## config.mk

```make
export PLATFORM = sky130hd
export DESIGN_NAME = stopwatch_ctrl_flat
export DESIGN_NICKNAME = d
export VERILOG_FILES = /design/src/rtl/stopwatch_ctrl_if.sv /design/src/rtl/stopwatch_ctrl.sv /design/src/flat_wrapper.sv
export SDC_FILE = /design/constraint.sdc
export NUM_CORES = 1
export LEC_CHECK = 0
export CAP_MARGIN = 25
export CORE_UTILIZATION = 57
export CTS_CLUSTER_SIZE = 25
export DETAILED_ROUTE_END_ITERATION = 8
export PLACE_DENSITY = 0.85
export SLEW_MARGIN = 15
export SYNTH_ARGS = -nofsm -noshare
export SYNTH_HDL_FRONTEND = slang
export SYNTH_SLANG_ARGS = --single-unit
export TNS_END_PERCENT = 1
```

## constraint.sdc

```tcl
create_clock -name clk -period 2.9 [get_ports clk]
set_clock_uncertainty 0.1 [all_clocks]
set_input_delay 0.58 -clock clk [delete_from_list [all_inputs] [get_ports clk]]
set_output_delay 0.58 -clock clk [all_outputs]
set_load 0.01 [all_outputs]
```

## src/rtl/stopwatch_ctrl_if.sv

```systemverilog
// ----------------------------------------------------------------------------
// stopwatch_ctrl_if
// Command/status bundle between the button pulse logic (master) and the
// stopwatch controller (slave).
//   start, stop, lap, clear : single-cycle command pulses, master -> slave
//   display                 : four BCD digits, [15:12] most significant
//   running, lap_active     : state decode (RUN or LAP / LAP only)
//   overflow                : sticky 9999 -> 0000 wrap flag
//   tick                    : one-cycle pulse after each count increment
// ----------------------------------------------------------------------------
interface stopwatch_ctrl_if;
  logic        start;
  logic        stop;
  logic        lap;
  logic        clear;
  logic [15:0] display;
  logic        running;
  logic        lap_active;
  logic        overflow;
  logic        tick;

  modport master (
    output start, stop, lap, clear,
    input  display, running, lap_active, overflow, tick
  );

  modport slave (
    input  start, stop, lap, clear,
    output display, running, lap_active, overflow, tick
  );
endinterface

```

## src/rtl/stopwatch_ctrl.sv

```systemverilog
// ----------------------------------------------------------------------------
// stopwatch_ctrl
// Run/pause/lap/clear controller for a 4-digit BCD elapsed-count chain.
// A prescaler divides clk by PRESCALE to produce the count increment.
// Ports:
//   clk  : system clock, rising edge
//   rst  : synchronous active-low reset
//   sw   : stopwatch_ctrl_if.slave (commands in, display/status out)
// All outputs are registered; they are loaded from the next-state values so
// they appear with no extra latency relative to the state register.
// ----------------------------------------------------------------------------
module stopwatch_ctrl #(
  parameter logic [15:0] PRESCALE = 16'd50000
) (
  input  logic             clk,
  input  logic             rst,
  stopwatch_ctrl_if.slave  sw
);

  typedef enum logic [1:0] {
    IDLE  = 2'd0,
    RUN   = 2'd1,
    PAUSE = 2'd2,
    LAP   = 2'd3
  } state_t;

  localparam logic [15:0] PRE_LAST = PRESCALE - 16'd1;

  state_t      state_r, state_nxt_s;
  logic [15:0] count_r, count_nxt_s;
  logic [15:0] lap_r, lap_nxt_s;
  logic [15:0] pre_r, pre_nxt_s;
  logic        ovf_r, ovf_nxt_s;
  logic        tick_r;
  logic [15:0] disp_r;
  logic        run_r;
  logic        lapa_r;
  logic        acc_s;      // a state-changing command is taken this edge
  logic        clr_s;      // clear taken this edge
  logic        inc_s;      // count increments this edge
  logic [16:0] inc_val_s;  // {wrap carry, incremented BCD count}

  // BCD ripple increment; bit 16 is the carry out of the top digit.
  function automatic logic [16:0] bcd_inc(input logic [15:0] v);
    logic [15:0] r;
    logic        c;
    r = v;
    c = 1'b1;
    for (int i = 0; i < 4; i++) begin
      if (c) begin
        if (v[i*4 +: 4] == 4'd9) begin
          r[i*4 +: 4] = 4'd0;
          c           = 1'b1;
        end else begin
          r[i*4 +: 4] = v[i*4 +: 4] + 4'd1;
          c           = 1'b0;
        end
      end else begin
        r[i*4 +: 4] = v[i*4 +: 4];
      end
    end
    return {c, r};
  endfunction

  // Next-state, command arbitration, prescaler and count update.
  always_comb begin
    state_nxt_s = state_r;
    count_nxt_s = count_r;
    lap_nxt_s   = lap_r;
    pre_nxt_s   = pre_r;
    ovf_nxt_s   = ovf_r;
    acc_s       = 1'b0;
    clr_s       = 1'b0;
    inc_s       = 1'b0;
    inc_val_s   = bcd_inc(count_r);

    // Priority clear > stop > start > lap; only commands legal in the
    // current state are considered, so e.g. start+lap in RUN acts as lap.
    case (state_r)
      IDLE: begin
        if (sw.clear) begin
          acc_s = 1'b1;
          clr_s = 1'b1;
        end else if (sw.start) begin
          acc_s       = 1'b1;
          state_nxt_s = RUN;
          pre_nxt_s   = 16'd0;
        end else begin
          state_nxt_s = IDLE;
        end
      end
      PAUSE: begin
        if (sw.clear) begin
          acc_s = 1'b1;
          clr_s = 1'b1;
        end else if (sw.start) begin
          // Prescaler is kept so a stop on the terminal edge resumes promptly.
          acc_s       = 1'b1;
          state_nxt_s = RUN;
        end else begin
          state_nxt_s = PAUSE;
        end
      end
      RUN: begin
        if (sw.clear) begin
          acc_s = 1'b1;
          clr_s = 1'b1;
        end else if (sw.stop) begin
          acc_s       = 1'b1;
          state_nxt_s = PAUSE;
        end else if (sw.lap) begin
          acc_s       = 1'b1;
          state_nxt_s = LAP;
          lap_nxt_s   = count_r;
        end else begin
          state_nxt_s = RUN;
        end
      end
      LAP: begin
        if (sw.clear) begin
          acc_s = 1'b1;
          clr_s = 1'b1;
        end else if (sw.stop) begin
          acc_s       = 1'b1;
          state_nxt_s = PAUSE;
        end else if (sw.lap) begin
          acc_s       = 1'b1;
          state_nxt_s = RUN;
        end else begin
          state_nxt_s = LAP;
        end
      end
      default: begin
        acc_s = 1'b1;
        clr_s = 1'b1;
      end
    endcase

    // The prescaler only moves on edges where no command is taken.
    if (!acc_s && ((state_r == RUN) || (state_r == LAP))) begin
      if (pre_r == PRE_LAST) begin
        pre_nxt_s   = 16'd0;
        inc_s       = 1'b1;
        count_nxt_s = inc_val_s[15:0];
        if (inc_val_s[16]) begin
          ovf_nxt_s = 1'b1;
        end else begin
          ovf_nxt_s = ovf_r;
        end
      end else begin
        pre_nxt_s = pre_r + 16'd1;
      end
    end else begin
      inc_s = 1'b0;
    end

    if (clr_s) begin
      state_nxt_s = IDLE;
      count_nxt_s = 16'd0;
      lap_nxt_s   = 16'd0;
      pre_nxt_s   = 16'd0;
      ovf_nxt_s   = 1'b0;
    end else begin
      ovf_nxt_s = ovf_nxt_s;
    end
  end

  // State, datapath and registered outputs with synchronous active-low reset.
  always_ff @(posedge clk) begin
    if (!rst) begin
      state_r <= IDLE;
      count_r <= 16'd0;
      lap_r   <= 16'd0;
      pre_r   <= 16'd0;
      ovf_r   <= 1'b0;
      tick_r  <= 1'b0;
      disp_r  <= 16'd0;
      run_r   <= 1'b0;
      lapa_r  <= 1'b0;
    end else begin
      state_r <= state_nxt_s;
      count_r <= count_nxt_s;
      lap_r   <= lap_nxt_s;
      pre_r   <= pre_nxt_s;
      ovf_r   <= ovf_nxt_s;
      tick_r  <= inc_s;
      disp_r  <= (state_nxt_s == LAP) ? lap_nxt_s : count_nxt_s;
      run_r   <= (state_nxt_s == RUN) || (state_nxt_s == LAP);
      lapa_r  <= (state_nxt_s == LAP);
    end
  end

  assign sw.display    = disp_r;
  assign sw.running    = run_r;
  assign sw.lap_active = lapa_r;
  assign sw.overflow   = ovf_r;
  assign sw.tick       = tick_r;

endmodule

```

## src/flat_wrapper.sv

```systemverilog
// flat-port wrapper written by rule: the top's interface ports become plain ports
module stopwatch_ctrl_flat 
#(
  parameter logic [15:0] PRESCALE = 16'd50000
)
  (clk, rst, sw_start, sw_stop, sw_lap, sw_clear, sw_display, sw_running, sw_lap_active, sw_overflow, sw_tick);
  stopwatch_ctrl_if sw_i ();
  input  logic clk;
  input  logic rst;
  input wire logic [$bits(sw_i.start)-1:0] sw_start;
  input wire logic [$bits(sw_i.stop)-1:0] sw_stop;
  input wire logic [$bits(sw_i.lap)-1:0] sw_lap;
  input wire logic [$bits(sw_i.clear)-1:0] sw_clear;
  output wire logic [$bits(sw_i.display)-1:0] sw_display;
  output wire logic [$bits(sw_i.running)-1:0] sw_running;
  output wire logic [$bits(sw_i.lap_active)-1:0] sw_lap_active;
  output wire logic [$bits(sw_i.overflow)-1:0] sw_overflow;
  output wire logic [$bits(sw_i.tick)-1:0] sw_tick;
  assign sw_i.start = sw_start;
  assign sw_i.stop = sw_stop;
  assign sw_i.lap = sw_lap;
  assign sw_i.clear = sw_clear;
  assign sw_display = sw_i.display;
  assign sw_running = sw_i.running;
  assign sw_lap_active = sw_i.lap_active;
  assign sw_overflow = sw_i.overflow;
  assign sw_tick = sw_i.tick;
  stopwatch_ctrl #(.PRESCALE(PRESCALE)) u_core (.clk(clk), .rst(rst), .sw(sw_i));
endmodule
```

==> results.cfg <==
[routing]
ant_nets = 0
route.detailed.drc = 0
viasPerCell = 5.885
via_count = 2772
wl_per_cell_um = 14.91
drt_iter0_drc = 225
drt-pass1-iter-count = 4
wl_um = 7022

[clocking]
clock_path_buffers = 2
cts_setup_buffers = 0
numCtsBuffers = 9
root_buffer = clkbuf_8
cts.clk_slew.worst_paths_ps = 70
cts_hold_buf = 0
cts_tree = done
cts-resized-gates = 0
cts_sinks = 69
htree_num_levels = 3
clk_latency_ps = 350

[global_route]
grt_use_total_pct = 26.27
antenna_found_initial = 0
grt_pass1_vias = 2665
overflow = 0
grt_max_degree = 21
grt_pass1_wl_um = 12070

[timing]
hold_viol_final = 0
tns_ps = 0
finalCritPeriodShare_pct = 84.93
setup_violations = 0
rsz0062_at_grt = false
min_period_ps = 2463
slew_headroom_pct = 66.38
worst_pin_slew_ps = 502.5
max_clock_freq_mhz = 406.0
report.final.slew_viol_count = 0

[cells_and_area]
fin_area_mm2 = 0.003706
nNetsFinal = 410
drive_gt1_share_pct = 10.47
num_antenna_cells = 0
final_util_pct = 71.20
area_growth_pct = 17.82
stdcell_count = 471
mostFrequentLayoutCells = 69 x dfxtp_1, 51 x nor2_1, 49 x nand2_1
final_common_cell = dfxtp_1

[placed_design]
portBuffers = 25
place.gp.congestion = 0.8597
dp.cells = 456
hpwl_um = 4799
place_area_mm2 = 0.003516

[yosys]
async_flop_share_pct = 0
ys_ff_latch = 69
ys_warn_count = 0
synth_cells = 365
synth_nets = 378
synth.distinct_cells = 62
yosysSeqAreaShare_pct = 43.91
synth_area_per_cell_um2 = 8.618
syn_area_mm2 = 0.003146
ys.flop_type = dfxtp_1
synth-edff-count = 0

[floorplanning]
rows = 26
dieArea_mm2 = 0.005819
die_h_um = 76.29
io_pins = 26
initial_utilization_pct = 60.43
core_area_mm2 = 0.005205
dieWidth_um = 76.29

[pwr]
ir_drop_mv = 0.3646
power_density_mw_per_mm2 = 483.8
p_leak_nw = 1.358

[worst_setup_path]
critical_path_arrival_ps = 2600
crit_required_ps = 3040
r2r_slack_ps = 620
r2r-start = u_core.pre_r[0]
start_kind = input port
end_kind = register
endpoint = u_core.sw.display[14]
worstSetupPathType = input port to register
crit_fanout = 9
reg2reg_depth = 7
crit_start = sw_stop
reg2reg_to = u_core.sw.display[14]

[job]
drv_cap = 0

[hold_path]
hold_path_class = register to register

[status]
status = finished clean
layer usage:
layer | vias up | part of all wire [%] | track usage [%]
li1 | 1359 | - | -
met1 | 1304 | 44 | 32.98
met2 | 95 | 48 | 41.89
met3 | 14 | 6.2 | 5.988
met4 | 0 | 1.8 | 14.04
met5 | - | 0 | 0
cells in the mapped netlist, types with 2 or more instances:
cell / instances / area share (%)
a21o_1: 2 / 0.48
a21oi_1: 26 / 4.1
a22oi_1: 2 / 0.48
a311oi_1: 3 / 0.84
a31oi_1: 10 / 2.0
a41oi_1: 2 / 0.56
and2_1: 2 / 0.40
and3_1: 10 / 2.0
buf_1: 3 / 0.36
clkbuf_1: 14 / 1.7
dfxtp_1: 69 / 44
ha_1: 7 / 2.8
inv_1: 5 / 0.60
mux2i_1: 12 / 3.8
nand2_1: 49 / 5.8
nand2b_1: 4 / 0.80
nand3_1: 10 / 1.6
nand4_1: 6 / 1.2
nor2_1: 51 / 6.1
nor2b_1: 6 / 1.2
nor3_1: 6 / 0.95
nor3b_1: 3 / 0.72
nor4b_2: 3 / 1.4
o21ai_0: 9 / 1.4
or2_2: 2 / 0.40
or3_1: 3 / 0.60
xnor2_1: 6 / 1.7
xor2_1: 6 / 1.7
critical path, cell delays in order:
cell	delay (ps)
clkdlybuf4s50_1	410
nand2b_2	180
or3_1	520
nor4_4	400
buf_4	200
nand4_1	100
and3_1	220
report_power, final:
part           switching [W]  leakage, nW  internal [W]   total, W
Sequential        0.00000205        0.556      0.000949   0.000951
Combinational      0.0000410        0.703     0.0000279  0.0000689
Clock               0.000359       0.0992      0.000415   0.000773
Total               0.000402         1.36       0.00139    0.00179
logic make-up after synthesis:
family          after synthesis  share of synthesized area, %
buf+inv                      24                         3.142
fa+ha+maj                     7                         2.784
simple gates                169                         27.76
mux                          13                         4.177
flops                        69                         43.91
xor+xnor                     12                         3.341
compound gates               71                         14.88
layout make-up:
class | count | area, µm²
multi-input cells | 272 | 1665
fillers | 393 | 1499
flip-flops and latches | 69 | 1381
repair buffers | 40 | 362.8
clock buffers | 11 | 141.4
well taps | 70 | 87.58
clock inverters | 4 | 48.80
inverters | 5 | 18.77
how the worst min path moves through the flow:
stage	to	startpoint	cells after the start	slack, ps
3_5_place_dp	u_core.lap_r[13]	u_core.lap_r[13]	2	340
3_3_place_gp	u_core.lap_r[13]	u_core.lap_r[13]	2	340
5_1_grt	u_core.lap_r[13]	u_core.lap_r[13]	2	380
4_1_cts	u_core.lap_r[13]	u_core.lap_r[13]	2	350
6_report	u_core.lap_r[13]	u_core.lap_r[13]	2	350
2_1_floorplan	u_core.lap_r[13]	u_core.lap_r[13]	2	330
flip-flops by register name, indices dropped and copies added, names as in the netlist:
name                  flops
u_core.count_r           16
u_core.lap_r             16
u_core.pre_r             16
u_core.sw.display        16
u_core.state_r            2
u_core.sw.lap_active      1
u_core.sw.overflow        1
u_core.sw.tick            1
per-stage QoR:
| stage | power [W] | setup WS, ps | hold WS (ps) |
|---|---|---|---|
| detailed placement | 0.001041 | 108.7 | 344.0 |
| finish | 0.001793 | 436.9 | 352.3 |
| global route | 0.001846 | 364.7 | 380.6 |
| global placement | 0.001040 | 179.1 | 337.7 |
| CTS | 0.001792 | 462.7 | 353.1 |
| floorplan | 0.001012 | 643.9 | 331.2 |
No activity file was read; power rests on OpenSTA's default activity.
==> edit 1: new RTL, same flow settings <==
`PRESCALE` is set to 16'd50000 in 2 places; all go to 16'd25000.
--- a/src/rtl/stopwatch_ctrl.sv
+++ b/src/rtl/stopwatch_ctrl.sv
@@ -10,7 +10,7 @@
 // they appear with no extra latency relative to the state register.
 // ----------------------------------------------------------------------------
 module stopwatch_ctrl #(
-  parameter logic [15:0] PRESCALE = 16'd50000
+  parameter logic [15:0] PRESCALE = 16'd25000
 ) (
   input  logic             clk,
   input  logic             rst,
--- a/src/flat_wrapper.sv
+++ b/src/flat_wrapper.sv
@@ -1,7 +1,7 @@
 // flat-port wrapper written by rule: the top's interface ports become plain ports
 module stopwatch_ctrl_flat 
 #(
-  parameter logic [15:0] PRESCALE = 16'd50000
+  parameter logic [15:0] PRESCALE = 16'd25000
 )
   (clk, rst, sw_start, sw_stop, sw_lap, sw_clear, sw_display, sw_running, sw_lap_active, sw_overflow, sw_tick);
   stopwatch_ctrl_if sw_i ();
Function: same outputs for any inputs over 10 cycles, from zero or initial values and one cycle with rst low; that may be too few to reach the edited logic, so the function may still have changed.
==> edit 1 against the unedited design <==
Clock power shrank 12%. Sequential cell count is the same. Sequential power is essentially flat. Worst hold slack gained 0.034 ns. Synthesized area grew 12%. Core utilization shrank 2.5 points. Wire length grew 26%. Largest cell class unchanged. Maximum frequency shrank 0.23%. Design area grew 9.8%. Via count grew 19%. Setup slack lost 0.0057 ns. Sequential share of layout area shrank 3.3 points. Total power shrank 4.0%.
==> edit 1: results <==
group,metric,value,unit
yosys,ys_seq_area_share,39.3,%
sta,maxSlewHeadroom,58.4,%
yosys,synthCells,400,
worst_setup_path,path_max_fanout,6,
worst_setup_path,regToRegSetupSlack,0.43,ns
drt,drt_iter0_markers,369,
worst_setup_path,slowest_stage,"dfxtp_1",
sta,holdWs,0.386,ns
worst_setup_path,reg2regPathDepth,5,
yosys,netlist_top_cells_count,"dfxtp_1 (69), nor2_1 (25), nand2_1 (22), a21oi_1 (20), nand3_1 (20)",
yosys,synth_cell_types,58,
drt,routed_wl,8830,um
min_path,holdPathEnd,"u_core.sw.overflow",
outcome,status,"finished, final reports clean",
power,p_leak,1.34,nW
min_path,hp-start,"u_core.sw.overflow",
global_routing,grt_pass1_wl,14700,um
global_routing,grt_use_total,29.9,%
global_routing,grt_pass1_vias,3101,
cells_and_area,final_nets,440,
drt,vias,3301,
place,hpwl,6070,um
worst_setup_path,worst_path_largest_cell_delay,0.47,ns
drt,wl_per_cell,17.4,um
yosys,syn_nets,413,
cells_and_area,drive_above_1_share,10.6,%
place,gp_congestion,0.907,
worst_setup_path,rr_endpoint,"u_core.sw.display[7]",
worst_setup_path,startpoint,"u_core.pre_r[0]",
global_routing,grt_max_degree,31,
drt,firstDrtPassIters,5,
-- edit 1: logic make-up (layout without fill, tap and decap cells) --
family / Yosys count / count (layout) / synth area share, %
compound gates: 93 / 93 / 17.5
xor+xnor: 9 / 9 / 2.24
fa+ha+maj: 7 / 7 / 2.49
buf+inv: 36 / 68 / 4.42
flops: 69 / 69 / 39.3
mux: 14 / 14 / 4.10
simple gates: 172 / 172 / 29.9
-- edit 1: cell type report --
| type | instances | area [um^2] |
|---|---|---|
| fill | 461 | 1850 |
| clock inverter | 6 | 40.0 |
| timing repair buffer | 43 | 398 |
| inverter | 9 | 33.8 |
| clock buffer | 10 | 128 |
| sequential | 69 | 1380 |
| tap | 75 | 93.8 |
| multi-input combinational | 295 | 1990 |
-- edit 1: per-layer routing --
metal / vias to the layer above / global-route usage, % / routed length (um)
met5: - / 0 / 0
met4: 0 / 17.9 / 311
met3: 27 / 6.70 / 588
met2: 158 / 46.6 / 4100
met1: 1555 / 37.2 / 3840
li1: 1561 / - / -
-- edit 1: critical path, delay by kind of cell (launching register included) --
kind,cells,cell delay (ns)
flip-flops,1,0.47
adder cells (fa/ha/maj),1,0.31
AO/OA/AOI/OAI,2,0.71
AND/OR/NAND/NOR,2,0.79
-- edit 1: how the worst max path moves through the flow --
stage,end,slack (ns),cells after the start
after global routing,u_core.sw.display[3],0.29,6
final,u_core.sw.display[7],0.43,5
after floorplan,u_core.sw.display[12],0.72,5
after global placement,u_core.pre_r[12],0.16,5
after CTS,u_core.pre_r[11],0.46,6
after detailed placement,u_core.pre_r[11],0.1,6
-- edit 1: through the flow --
stage / setup WS, ns / power (mW) / area [um^2]
after detailed placement: 0.0970 / 1.06 / 3900
after global routing: 0.294 / 1.78 / 4070
after global placement: 0.158 / 1.06 / 3900
after floorplan: 0.719 / 1.02 / 3510
after CTS: 0.461 / 1.73 / 4070
final: 0.431 / 1.72 / 4070
-- edit 1: power by group --
| part | total, mW | internal (mW) | switching (mW) |
|---|---|---|---|
| Clock | 0.683 | 0.308 | 0.375 |
| Combinational | 0.0866 | 0.0350 | 0.0517 |
| Sequential | 0.952 | 0.949 | 0.00335 |
| Total | 1.72 | 1.29 | 0.430 |
==> edit 2: new RTL, config.mk and constraints unchanged <==
Made on the original files. Encoding of `state_t`: now one-hot (4 bits for 4 states).
--- a/src/rtl/stopwatch_ctrl.sv
+++ b/src/rtl/stopwatch_ctrl.sv
@@ -17,11 +17,11 @@
   stopwatch_ctrl_if.slave  sw
 );
 
-  typedef enum logic [1:0] {
-    IDLE  = 2'd0,
-    RUN   = 2'd1,
-    PAUSE = 2'd2,
-    LAP   = 2'd3
+  typedef enum logic [3:0] {
+    IDLE  = 4'b0001,
+    RUN   = 4'b0010,
+    PAUSE = 4'b0100,
+    LAP   = 4'b1000
   } state_t;
 
   localparam logic [15:0] PRE_LAST = PRESCALE - 16'd1;
Function: no difference found for any inputs over 10 cycles, from zero or initial values and one cycle with rst low; not proved beyond that.
==> edit 2 against the unedited design <==
Largest power group unchanged. Setup slack worse by 0.17 ns. Worst hold slack better by 0.041 ns. Total power is 1.2% lower. Largest cell class unchanged. Sequential cell count up 3. Synthesized area up 10%. Sequential share of layout area down 1.1 points. Design area increased by 7.6%. Wire length increased by 9.5%.
==> edit 2: results <==
group,metric,value,unit
outcome,status,"finished, final reports clean",
drt,avgViaCountPerCell,6.01,
power,ir_drop,0.000404,V
drt,firstDrtPassIters,5,
cells_and_area,drive_above_1_share,11.4,%
global_routing,grt_use_met3,5.49,%
yosys,ys_seq_area_share,41.6,%
place,placed_area,3820,um^2
yosys,avgSynthCellArea,8.99,um^2
min_path,hp-start,"u_core.sw.overflow",
place,gp_congestion,0.825,
yosys,netlist_top_cells_count,"dfxtp_1 (72), nor2_1 (46), a21oi_1 (31), mux2i_1 (24), nand2_1 (16)",
global_routing,gr-usage-met1,32.0,%
global_routing,use_met2,43.0,%
worst_setup_path,arrival,2.80,ns
drt,drt_iter0_markers,172,
worst_setup_path,cpLargestDelayFamily,"simple AND/OR/NAND/NOR gates",
cells_and_area,final_nets,431,
drt,routed_wl,7690,um
global_routing,grt_pass1_wl,12600,um
global_routing,grt_max_degree,34,
place,dp_cells,480,
yosys,syn_nets,400,
worst_setup_path,slowest_stage,"and4b_1",
global_routing,grt_pass1_vias,2729,
clock_tree,cts_setup_buffers,0,
place,dp_slack,-0.00961,ns
cells_and_area,fillers,475,
worst_setup_path,startpoint,"u_core.pre_r[0]",
clock_tree,root_buffer,"clkbuf_8",
clock_tree,numCtsBuffers,9,
place,hpwl,5350,um
yosys,synthTopCellsByArea,"dfxtp_1 (42%), mux2i_1 (6.9%), nor2_1 (5.0%)",
cells_and_area,multi_input_area,1850,um^2
sta,maxSlewHeadroom,41.9,%
cells_and_area,final_cells,496,
global_routing,antenna_found_initial,0,
global_routing,grt_use_total,25.8,%
yosys,synth_cell_types,60,
## edit 2: changes by cell type in the layout (fill, tap and decap cells not counted), moves of 5 or more
cell     before  now
a21oi_1      26   31
a31oi_1      10    2
and3_1       10    3
inv_1         5   10
mux2i_1      12   24
nand2_1      49   16
nand3_1      10   15
nor2_1       51   46
o21ai_0       9   14
or3_1         3   13
or4_1         1    6
xor2_1        6    0
## edit 2: cell type report
cell class / instances / share of cell area, %
clock buffers: 10 / 3.20
clock inverters: 6 / 0.910
inverters: 10 / 0.941
multi-input cells: 280 / 46.5
flip-flops and latches: 72 / 36.1
well taps: 75 / 2.35
repair buffers: 43 / 9.97
## edit 2: kinds of logic (layout without fill, tap and decap cells)
logic type / Yosys count / count (layout) / synth area share (%)
AO/OA/AOI/OAI: 87 / 87 / 16.7
XOR/XNOR: 3 / 3 / 0.759
adder cells (fa/ha/maj): 9 / 9 / 3.25
buffers and inverters: 33 / 69 / 4.77
flip-flops: 72 / 72 / 41.6
multiplexers: 24 / 24 / 6.94
AND/OR/NAND/NOR: 157 / 157 / 25.9
## edit 2: path summary, 6_finish.rpt
check                           to  slack (ns)  depth (start not counted)
max          u_core.sw.display[14]        0.27                          6
min             u_core.sw.overflow        0.39                          2
max reg2reg  u_core.sw.display[14]        0.27                          6
min reg2reg     u_core.sw.overflow        0.39                          2
## edit 2: power breakdown
part           total (mW)  internal (mW)  switching, mW
Sequential          0.996          0.991        0.00539
Clock               0.681          0.305          0.376
Combinational      0.0948         0.0364         0.0584
Total                1.77           1.33          0.440
## edit 2: per-layer routing
| metal | vias to the layer above | routed length, um |
|---|---|---|
| li1 | 1474 | - |
| met1 | 1426 | 3450 |
| met2 | 72 | 3800 |
| met3 | 9 | 324 |
| met4 | 0 | 119 |
| met5 | - | 0 |
